==> src/rtl/mem_byte_wr_pkg.sv <==
// mem_byte_wr shared types: size codes, FSM states, byte-count helper.
package mem_byte_wr_pkg;

  localparam logic [1:0] SZ_B = 2'd0;
  localparam logic [1:0] SZ_H = 2'd1;
  localparam logic [1:0] SZ_W = 2'd2;

  typedef enum logic {
    S_IDLE = 1'b0,
    S_SEND = 1'b1
  } state_e;

  // Bytes-minus-one for a store size; code 3 is treated as a word.
  function automatic logic [1:0] byte_cnt(input logic [1:0] sz);
    logic [1:0] c;
    case (sz)
      SZ_B:    c = 2'd0;
      SZ_H:    c = 2'd1;
      default: c = 2'd3;
    endcase
    return c;
  endfunction

endpackage

==> src/rtl/mem_byte_wr.sv <==
// Byte-serial store engine: one request out as consecutive byte writes.
// MEM_BYTE_WR_LE_EN selects little-endian byte order (default MSB-first).
module mem_byte_wr
  import mem_byte_wr_pkg::*;
#(
  parameter int AW = 32
) (
  input  logic          clk,
  input  logic          rst,
  input  logic          req_i,
  input  logic [AW-1:0] ad_i,
  input  logic [31:0]   wd_i,
  input  logic [1:0]    sz_i,
  input  logic          mem_stall_i,
  output logic          rdy_o,
  output logic          mem_wr_o,
  output logic [AW-1:0] mem_ad_o,
  output logic [7:0]    mem_dt_o,
  output logic          ok
);

  state_e        state_q, state_d;
  logic [31:0]   sh_q, sh_d;
  logic [1:0]    cnt_q, cnt_d;
  logic [AW-1:0] ad_q, ad_d;
  logic [7:0]    dt_q, dt_d;
  logic          wr_q, wr_d;
  logic          ok_q, ok_d;
  logic [31:0]   ld;

`ifdef MEM_BYTE_WR_LE_EN
  function automatic logic [7:0] cur(input logic [31:0] s);
    return s[7:0];
  endfunction

  function automatic logic [31:0] nxt(input logic [31:0] s);
    return s >> 8;
  endfunction

  assign ld = wd_i;
`else
  function automatic logic [7:0] cur(input logic [31:0] s);
    return s[31:24];
  endfunction

  function automatic logic [31:0] nxt(input logic [31:0] s);
    return s << 8;
  endfunction

  always_comb begin
    ld = wd_i;
    case (sz_i)
      SZ_B:    ld = wd_i << 24;
      SZ_H:    ld = wd_i << 16;
      default: ld = wd_i;
    endcase
  end
`endif

  always_comb begin
    state_d = state_q;
    sh_d    = sh_q;
    cnt_d   = cnt_q;
    ad_d    = ad_q;
    dt_d    = dt_q;
    wr_d    = wr_q;
    ok_d    = 1'b0;
    unique case (state_q)
      S_IDLE: begin
        if (req_i) begin
          state_d = S_SEND;
          sh_d    = ld;
          cnt_d   = byte_cnt(sz_i);
          ad_d    = ad_i;
          dt_d    = cur(ld);
          wr_d    = 1'b1;
        end
      end
      S_SEND: begin
        if (!mem_stall_i) begin
          if (cnt_q != 2'd0) begin
            sh_d  = nxt(sh_q);
            cnt_d = cnt_q - 2'd1;
            ad_d  = ad_q + AW'(1);
            dt_d  = cur(sh_d);
          end else begin
            state_d = S_IDLE;
            wr_d    = 1'b0;
            dt_d    = 8'd0;
            ok_d    = 1'b1;
          end
        end
      end
      default: state_d = S_IDLE;
    endcase
  end

  always_ff @(posedge clk) begin
    if (rst) begin
      state_q <= S_IDLE;
      sh_q    <= '0;
      cnt_q   <= '0;
      ad_q    <= '0;
      dt_q    <= '0;
      wr_q    <= 1'b0;
      ok_q    <= 1'b0;
    end else begin
      state_q <= state_d;
      sh_q    <= sh_d;
      cnt_q   <= cnt_d;
      ad_q    <= ad_d;
      dt_q    <= dt_d;
      wr_q    <= wr_d;
      ok_q    <= ok_d;
    end
  end

  assign rdy_o    = (state_q == S_IDLE);
  assign mem_wr_o = wr_q;
  assign mem_ad_o = ad_q;
  assign mem_dt_o = dt_q;
  assign ok       = ok_q;

endmodule

==> config.mk <==
export PLATFORM = sky130hd
export DESIGN_NAME = mem_byte_wr
export DESIGN_NICKNAME = d
export VERILOG_FILES = /design/src/rtl/mem_byte_wr_pkg.sv /design/src/rtl/mem_byte_wr.sv
export SDC_FILE = /design/constraint.sdc
export NUM_CORES = 1
export LEC_CHECK = 0
export CAP_MARGIN = 40
export CORE_ASPECT_RATIO = 2
export CORE_MARGIN = 8
export CORE_UTILIZATION = 40
export DETAILED_ROUTE_END_ITERATION = 8
export DONT_BUFFER_PORTS = 1
export GPL_TIMING_DRIVEN = 1
export MAX_ROUTING_LAYER = met4
export PLACE_DENSITY = 0.56
export SYNTH_ARGS = -nofsm -noshare
export SYNTH_HDL_FRONTEND = slang
export SYNTH_SLANG_ARGS = --single-unit
export TNS_END_PERCENT = 1
==> constraint.sdc <==
create_clock -name clk -period 2 [get_ports clk]
set_input_delay 0.4 -clock clk [delete_from_list [all_inputs] [get_ports clk]]
set_output_delay 0.4 -clock clk [all_outputs]
set_load 0.01 [all_outputs]
==> flow_summary_export.csv, run 1 <==
group,metric,value,unit
synthesis,ys_seq_area_share,36.3,%
pwr,p_per_area,850,mW/mm2
layout,final_common_cell,"dfxtp_1",
pwr,p_comb_share,18.7,%
detailed_routing,antenna_left,0,
global_routing,grt_pass1_wl,20800,um
sta,rsz0062_at_grt,"true",
sta,worst_pin_slew,0.621,ns
layout,layout_common_cells,"dfxtp_1 (68), nand2_1 (61), buf_4 (52)",
detailed_routing,via_per_inst,6.34,
floorplanning,start_util,40.8,%
synthesis,synthCells,501,
clock_network,hold_buffers,0,
synthesis,ys_ff_latch,69,
sta,skew,0.00696,ns
detailed_routing,dr.pass1.iters,5,
sta,hold_viol,0,
pwr,pwr-share-clk,39.4,%
floorplanning,die-area,0.0131,mm2
floorplanning,num_rows,50,
setup_path,rrSetupSlack,0.05,ns
synthesis,yosys-top-cells-area,"dfxtp_1 (36%), nand2_1 (6.0%), a21oi_1 (5.8%), nor2_1 (4.1%), nand3_1 (3.4%)",
pwr,p_seq_share,41.9,%
detailed_routing,routed-via-count,3983,
setup_path,rr_endpoint,"mem_ad_o[30]",
hold_path,hp-class,"input port to flop",
global_routing,grt_overflow,0,
hold_path,holdPathStages,1,
run_status,status,"complete, no violations",
pwr,p_leak,0.00165,uW
synthesis,async_reset_ff_share,0,%
detailed_routing,drc,0,
synthesis,yosys_warnings,0,
setup_path,critPathKind,"flop to flop",
detailed_routing,routed_wl,13600,um
clock_network,clock_latency,0.33,ns
setup_path,critPathLaunchType,"flop",
floorplanning,die_x,84.9,um
synthesis,synth_cell_types,52,
placed_design,io_buffers,0,
hold_path,min-delay-start,"rst",
pwr,switching_power,1080,uW
clock_network,numCtsBuffers,9,
synthesis,synth_flop_cell,"dfxtp_1",
clock_network,cts.sinks,69,
floorplanning,ios,113,
placed_design,detailed_place_hpwl,10100,um
synthesis,synth_edf_count,0,
clock_network,max-clock-path-buffers,2,
layout,nets,591,
placed_design,routabilityCongestion,0.946,
sta,fmax,0.513,GHz
pwr,p_int,2730,uW
hold_path,hold_end,"mem_ad_o[9]",
floorplanning,core-area,0.00932,mm2
clock_network,h-tree-depth,3,
setup_path,cp.required,2.27,ns
floorplanning,die_y,154,um
clock_network,cts-root-buf,"clkbuf_16",
setup_path,reg2reg_depth,7,
layout,nFillCells,922,
setup_path,arrival,2.22,ns
setup_path,r2r_start,"cnt_q[0]",
detailed_routing,wl_per_cell,21.6,um
sta,min_period,1.95,ns
clock_network,clk_pin_slew,0.06,ns
sta,finalSetupViolCount,0,
global_routing,grt_util_all_layers,20.9,%
synthesis,avgSynthCellArea,7.59,um2
layout,utilization,48.0,%
sta,slew_headroom,58.5,%
setup_path,cp-end-kind,"flop",
layout,area_growth,17.7,%
layout,drive_above_1_share,15.3,%
pwr,swShare,28.3,%
synthesis,yosysTopAreaCell,"dfxtp_1",
clock_network,cts_tree,"done",
synthesis,synth_nets,573,
pwr,vdd_drop_max,530,uV
synthesis,syn_area,0.00380,mm2
sta,tns,0,ns
detailed_routing,drt_iter0_drc,318,
synthesis,synth_top_cell_area_share,36.3,%
clock_network,cts_setup_buffers,0,
sta,fin_crit_sh,97.5,%
global_routing,grt_pass1_vias,3914,
global_routing,antenna_found_initial,1,
run,max_cap_violations,0,
sta,drv_slew,0,
global_routing,grt_start_max_net_pins,71,
setup_path,critPathMaxFanout,5,
-- state kept, by name, summed over array words and instances (netlist names) --
signal / cells
ok: 1
mem_ad_o: 32
sh_q: 24
cnt_q: 2
state_q: 1
mem_wr_o: 1
mem_dt_o: 8
-- metrics by stage --
| stage | std cells | area (um2) | hold slack, ns | power, uW | setup slack [ns] |
|---|---|---|---|---|---|
| 6_report | 628 | 4470 | 0.137 | 3800 | 0.0496 |
| 5_1_grt | 628 | 4470 | 0.120 | 3970 | -0.0329 |
| 4_1_cts | 626 | 4430 | 0.125 | 3830 | 0.0287 |
| 3_5_place_dp | 611 | 4150 | 0.440 | 2320 | 0.00567 |
| 3_3_place_gp | 611 | 4150 | 0.433 | 2310 | 0.0578 |
| 2_1_floorplan | 501 | 3800 | 0.432 | 2080 | 0.0415 |
-- Yosys cell counts, types with 9 or more instances --
cell      instances
mux2i_1          10
o211ai_1          9
clkbuf_1         30
nor2b_1           9
a311oi_1         11
o21ai_1          11
a21oi_1          44
buf_2            15
nand3_1          26
nor2_1           42
o21ai_0          20
inv_1             9
nand2_1          61
and3_1           10
nor3_1           19
dfxtp_1          69
-- power by group through the flow --
stage	logic, uW	registers, uW	clock network, uW
2_1_floorplan	449	1630	0
3_3_place_gp	685	1620	0
3_5_place_dp	696	1630	0
4_1_cts	700	1600	1530
5_1_grt	780	1610	1580
6_report	710	1590	1500
-- final cells by class --
class                      instances  area, um2  area share [%]
sequential                        69       1380            30.9
timing repair buffer              54        422            9.42
tap                              104        130            2.91
clock buffer                      14        274            6.12
inverter                           9       33.8           0.755
multi-input combinational        376       2220            49.7
antenna                            1       2.50          0.0559
clock inverter                     1       5.00           0.112
-- layer usage --
layer | GRT usage (%) | share of wire (%)
met4 | 10.1 | 2.8
met5 | - | 0
met1 | 19.5 | 34
met3 | 5.29 | 6.5
met2 | 38.5 | 56
-- kinds of logic after synthesis --
group / count (synthesis) / synth area share, %
compound gates: 153 / 26.5
flops: 69 / 36.3
buf+inv: 57 / 6.22
fa+ha+maj: 2 / 0.658
simple gates: 210 / 27.6
mux: 10 / 2.63
-- critical path, cell delays in order, from the launching register on --
cell	delay (ns)
dfxtp_1	0.32
inv_1	0.05
ha_1	0.20
or3b_4	0.40
and2_4	0.19
or4_4	0.47
o21ai_1	0.14
o21a_1	0.12
-- worst max-delay path by stage --
stage,end,start,slack (ns),depth (start not counted)
3_3_place_gp,mem_ad_o[30],cnt_q[0],0.06,7
4_1_cts,sh_q[22],cnt_q[0],0.03,8
3_5_place_dp,mem_ad_o[30],cnt_q[0],0.006,7
5_1_grt,mem_ad_o[30],cnt_q[0],-0.03,7
6_report,mem_ad_o[30],cnt_q[0],0.05,7
2_1_floorplan,mem_ad_o[24],mem_ad_o[0],0.04,7
-- repair_timing --
| action | in CTS | in global routing |
|---|---|---|
| gates cloned | 0 | 1 |
| endpoints found under the hold margin | 0 | 0 |
| resized for setup | 1 | 7 |
| pin swaps | 0 | 1 |
| endpoints found under the setup margin | 1 | 28 |
(Power assumes the default switching activity.)
==> run 2: changes to the inputs <==
--- a/config.mk
+++ b/config.mk
@@ -5,15 +5,17 @@
 export SDC_FILE = /design/constraint.sdc
 export NUM_CORES = 1
 export LEC_CHECK = 0
+export ABC_CLOCK_PERIOD_IN_PS = 2320
 export CAP_MARGIN = 40
 export CORE_ASPECT_RATIO = 2
 export CORE_MARGIN = 8
 export CORE_UTILIZATION = 40
 export DETAILED_ROUTE_END_ITERATION = 8
 export DONT_BUFFER_PORTS = 1
+export GPL_ROUTABILITY_DRIVEN = 0
 export GPL_TIMING_DRIVEN = 1
 export MAX_ROUTING_LAYER = met4
-export PLACE_DENSITY = 0.56
+export PLACE_DENSITY = 0.54
 export SYNTH_ARGS = -nofsm -noshare
 export SYNTH_HDL_FRONTEND = slang
 export SYNTH_SLANG_ARGS = --single-unit
==> constraint.sdc (replaced) <==
create_clock -name clk -period 2.32 [get_ports clk]
set_input_delay 0.464 -clock clk [delete_from_list [all_inputs] [get_ports clk]]
set_output_delay 0.464 -clock clk [all_outputs]
set_load 0.01 [all_outputs]
==> run 2 against run 1 <==
Compared with the run above:
- routed wire length fell by 2.4%
- highest routed layer unchanged
- non-clock buffer count fell by 23
- final area fell by 3.1%
==> flow_summary_export.csv, run 2 (synthesis results as in run 1) <==
group,metric,value,unit
run_status,status,"complete, no violations",
setup_path,critical_path.max_stage_delay,0.39,ns
global_routing,grt_pass1_wl,20800,um
floorplanning,start_util,40.8,%
detailed_routing,dr.pass1.iters,5,
setup_path,crit_buf_inv,2,
setup_path,critPathMaxFanout,35,
setup_path,critPathKind,"flop to flop",
sta,fin_crit_sh,93.4,%
floorplanning,num_rows,50,
global_routing,grt_pass1_vias,3782,
clock_network,cts-root-buf,"clkbuf_16",
pwr,p_per_area,824,mW/mm2
floorplanning,core-area,0.00932,mm2
detailed_routing,drc,0,
clock_network,cts_resized,0,
run,max_cap_violations,0,
sta,rsz0062_at_grt,"false",
layout,diodes,0,
detailed_routing,wl_per_cell,21.9,um
clock_network,clk_pin_slew,0.06,ns
setup_path,cp_cell_sequence,"inv_1, ha_1, or3b_1, and2_2, buf_4, a21oi_1, nor2_1, a211oi_1",
layout,nets,567,
sta,fmax,0.462,GHz
sta,worst_pin_slew,0.635,ns
pwr,p_leak,0.00156,uW
placed_design,dpl-instance-area,0.00398,mm2
detailed_routing,antenna_left,0,
sta,timing.hold.ws,0.207,ns
clock_network,cts.sinks,69,
layout,drive_above_1_share,10.6,%
setup_path,cp_top_family,"simple AND/OR/NAND/NOR gates",
sta,slew_headroom,57.6,%
setup_path,cp-end-kind,"flop",
global_routing,grt_overflow,0,
sta,drv_slew,0,
sta,min_period,2.17,ns
layout,final_common_cell,"dfxtp_1",
clock_network,cts_tree,"done",
placed_design,io_buffers,0,
floorplanning,die_x,84.9,um
clock_network,hold_buffers,0,
sta,finalSetupViolCount,0,
layout,layout_common_cells,"dfxtp_1 (68), nand2_1 (61), a21oi_1 (44)",
hold_path,hp-class,"input port to flop",
global_routing,grt_start_max_net_pins,71,
setup_path,cp.required,2.55,ns
setup_path,critPathLaunchType,"flop",
placed_design,detailed_place_hpwl,9780,um
layout,largest_reg_flops,32,
layout,area_growth,14.1,%
detailed_routing,via_per_inst,6.28,
clock_network,clock_latency,0.33,ns
sta,skew,0.00543,ns
clock_network,h-tree-depth,3,
layout,utilization,46.5,%
detailed_routing,routed_wl,13200,um
detailed_routing,routed-via-count,3793,
detailed_routing,drt_iter0_drc,198,
layout,design_area,0.00434,mm2
clock_network,numCtsBuffers,9,
layout,nFillCells,939,
global_routing,grt_util_all_layers,20.9,%
floorplanning,die_y,154,um
global_routing,antenna_found_initial,0,
floorplanning,die-area,0.0131,mm2
sta,hold_viol,0,
sta,tns,0,ns
clock_network,max-clock-path-buffers,2,
clock_network,cts_setup_buffers,0,
floorplanning,ios,113,
pwr,total_power,3570,uW
setup_path,arrival,2.40,ns
setup_path,crit_slowest_cell,"or3b_1",
pwr,vdd_drop_max,400,uV
run 2: layout make-up:
cell class | instances | area (um2) | area share (%)
clock buffer | 13 | 270 | 6.23
clock inverter | 3 | 90.1 | 2.08
inverter | 9 | 33.8 | 0.779
multi-input combinational | 375 | 2180 | 50.4
sequential | 69 | 1380 | 31.9
timing repair buffer | 31 | 245 | 5.65
tap | 104 | 130 | 3.00
run 2: path summary, 6_finish.rpt:
| check | startpoint | end | slack (ns) | cells after the start |
|---|---|---|---|---|
| hold / removal | rst | mem_ad_o[14] | 0.21 | 1 |
| setup reg to reg | cnt_q[0] | mem_ad_o[6] | 0.15 | 8 |
| hold reg to reg | sh_q[19] | sh_q[19] | 0.45 | 2 |
| setup / recovery | cnt_q[0] | mem_ad_o[6] | 0.15 | 8 |
run 2: stage by stage:
stage	cells	setup slack [ns]
floorplan	501	0.361
global placement	587	0.263
detailed placement	588	0.224
CTS	604	0.156
global route	604	0.0364
finish	604	0.154
run 2: power breakdown:
part	switching, uW	internal, uW
combinational	313	216
clock	510	1140
sequential	107	1290
run 2: layer usage:
layer	routed length, um	vias up	track usage, %
li1	-	1848	-
met1	4600	1784	19.6
met2	7410	140	38.4
met3	815	21	5.29
met4	402	0	10.3
met5	0	-	-
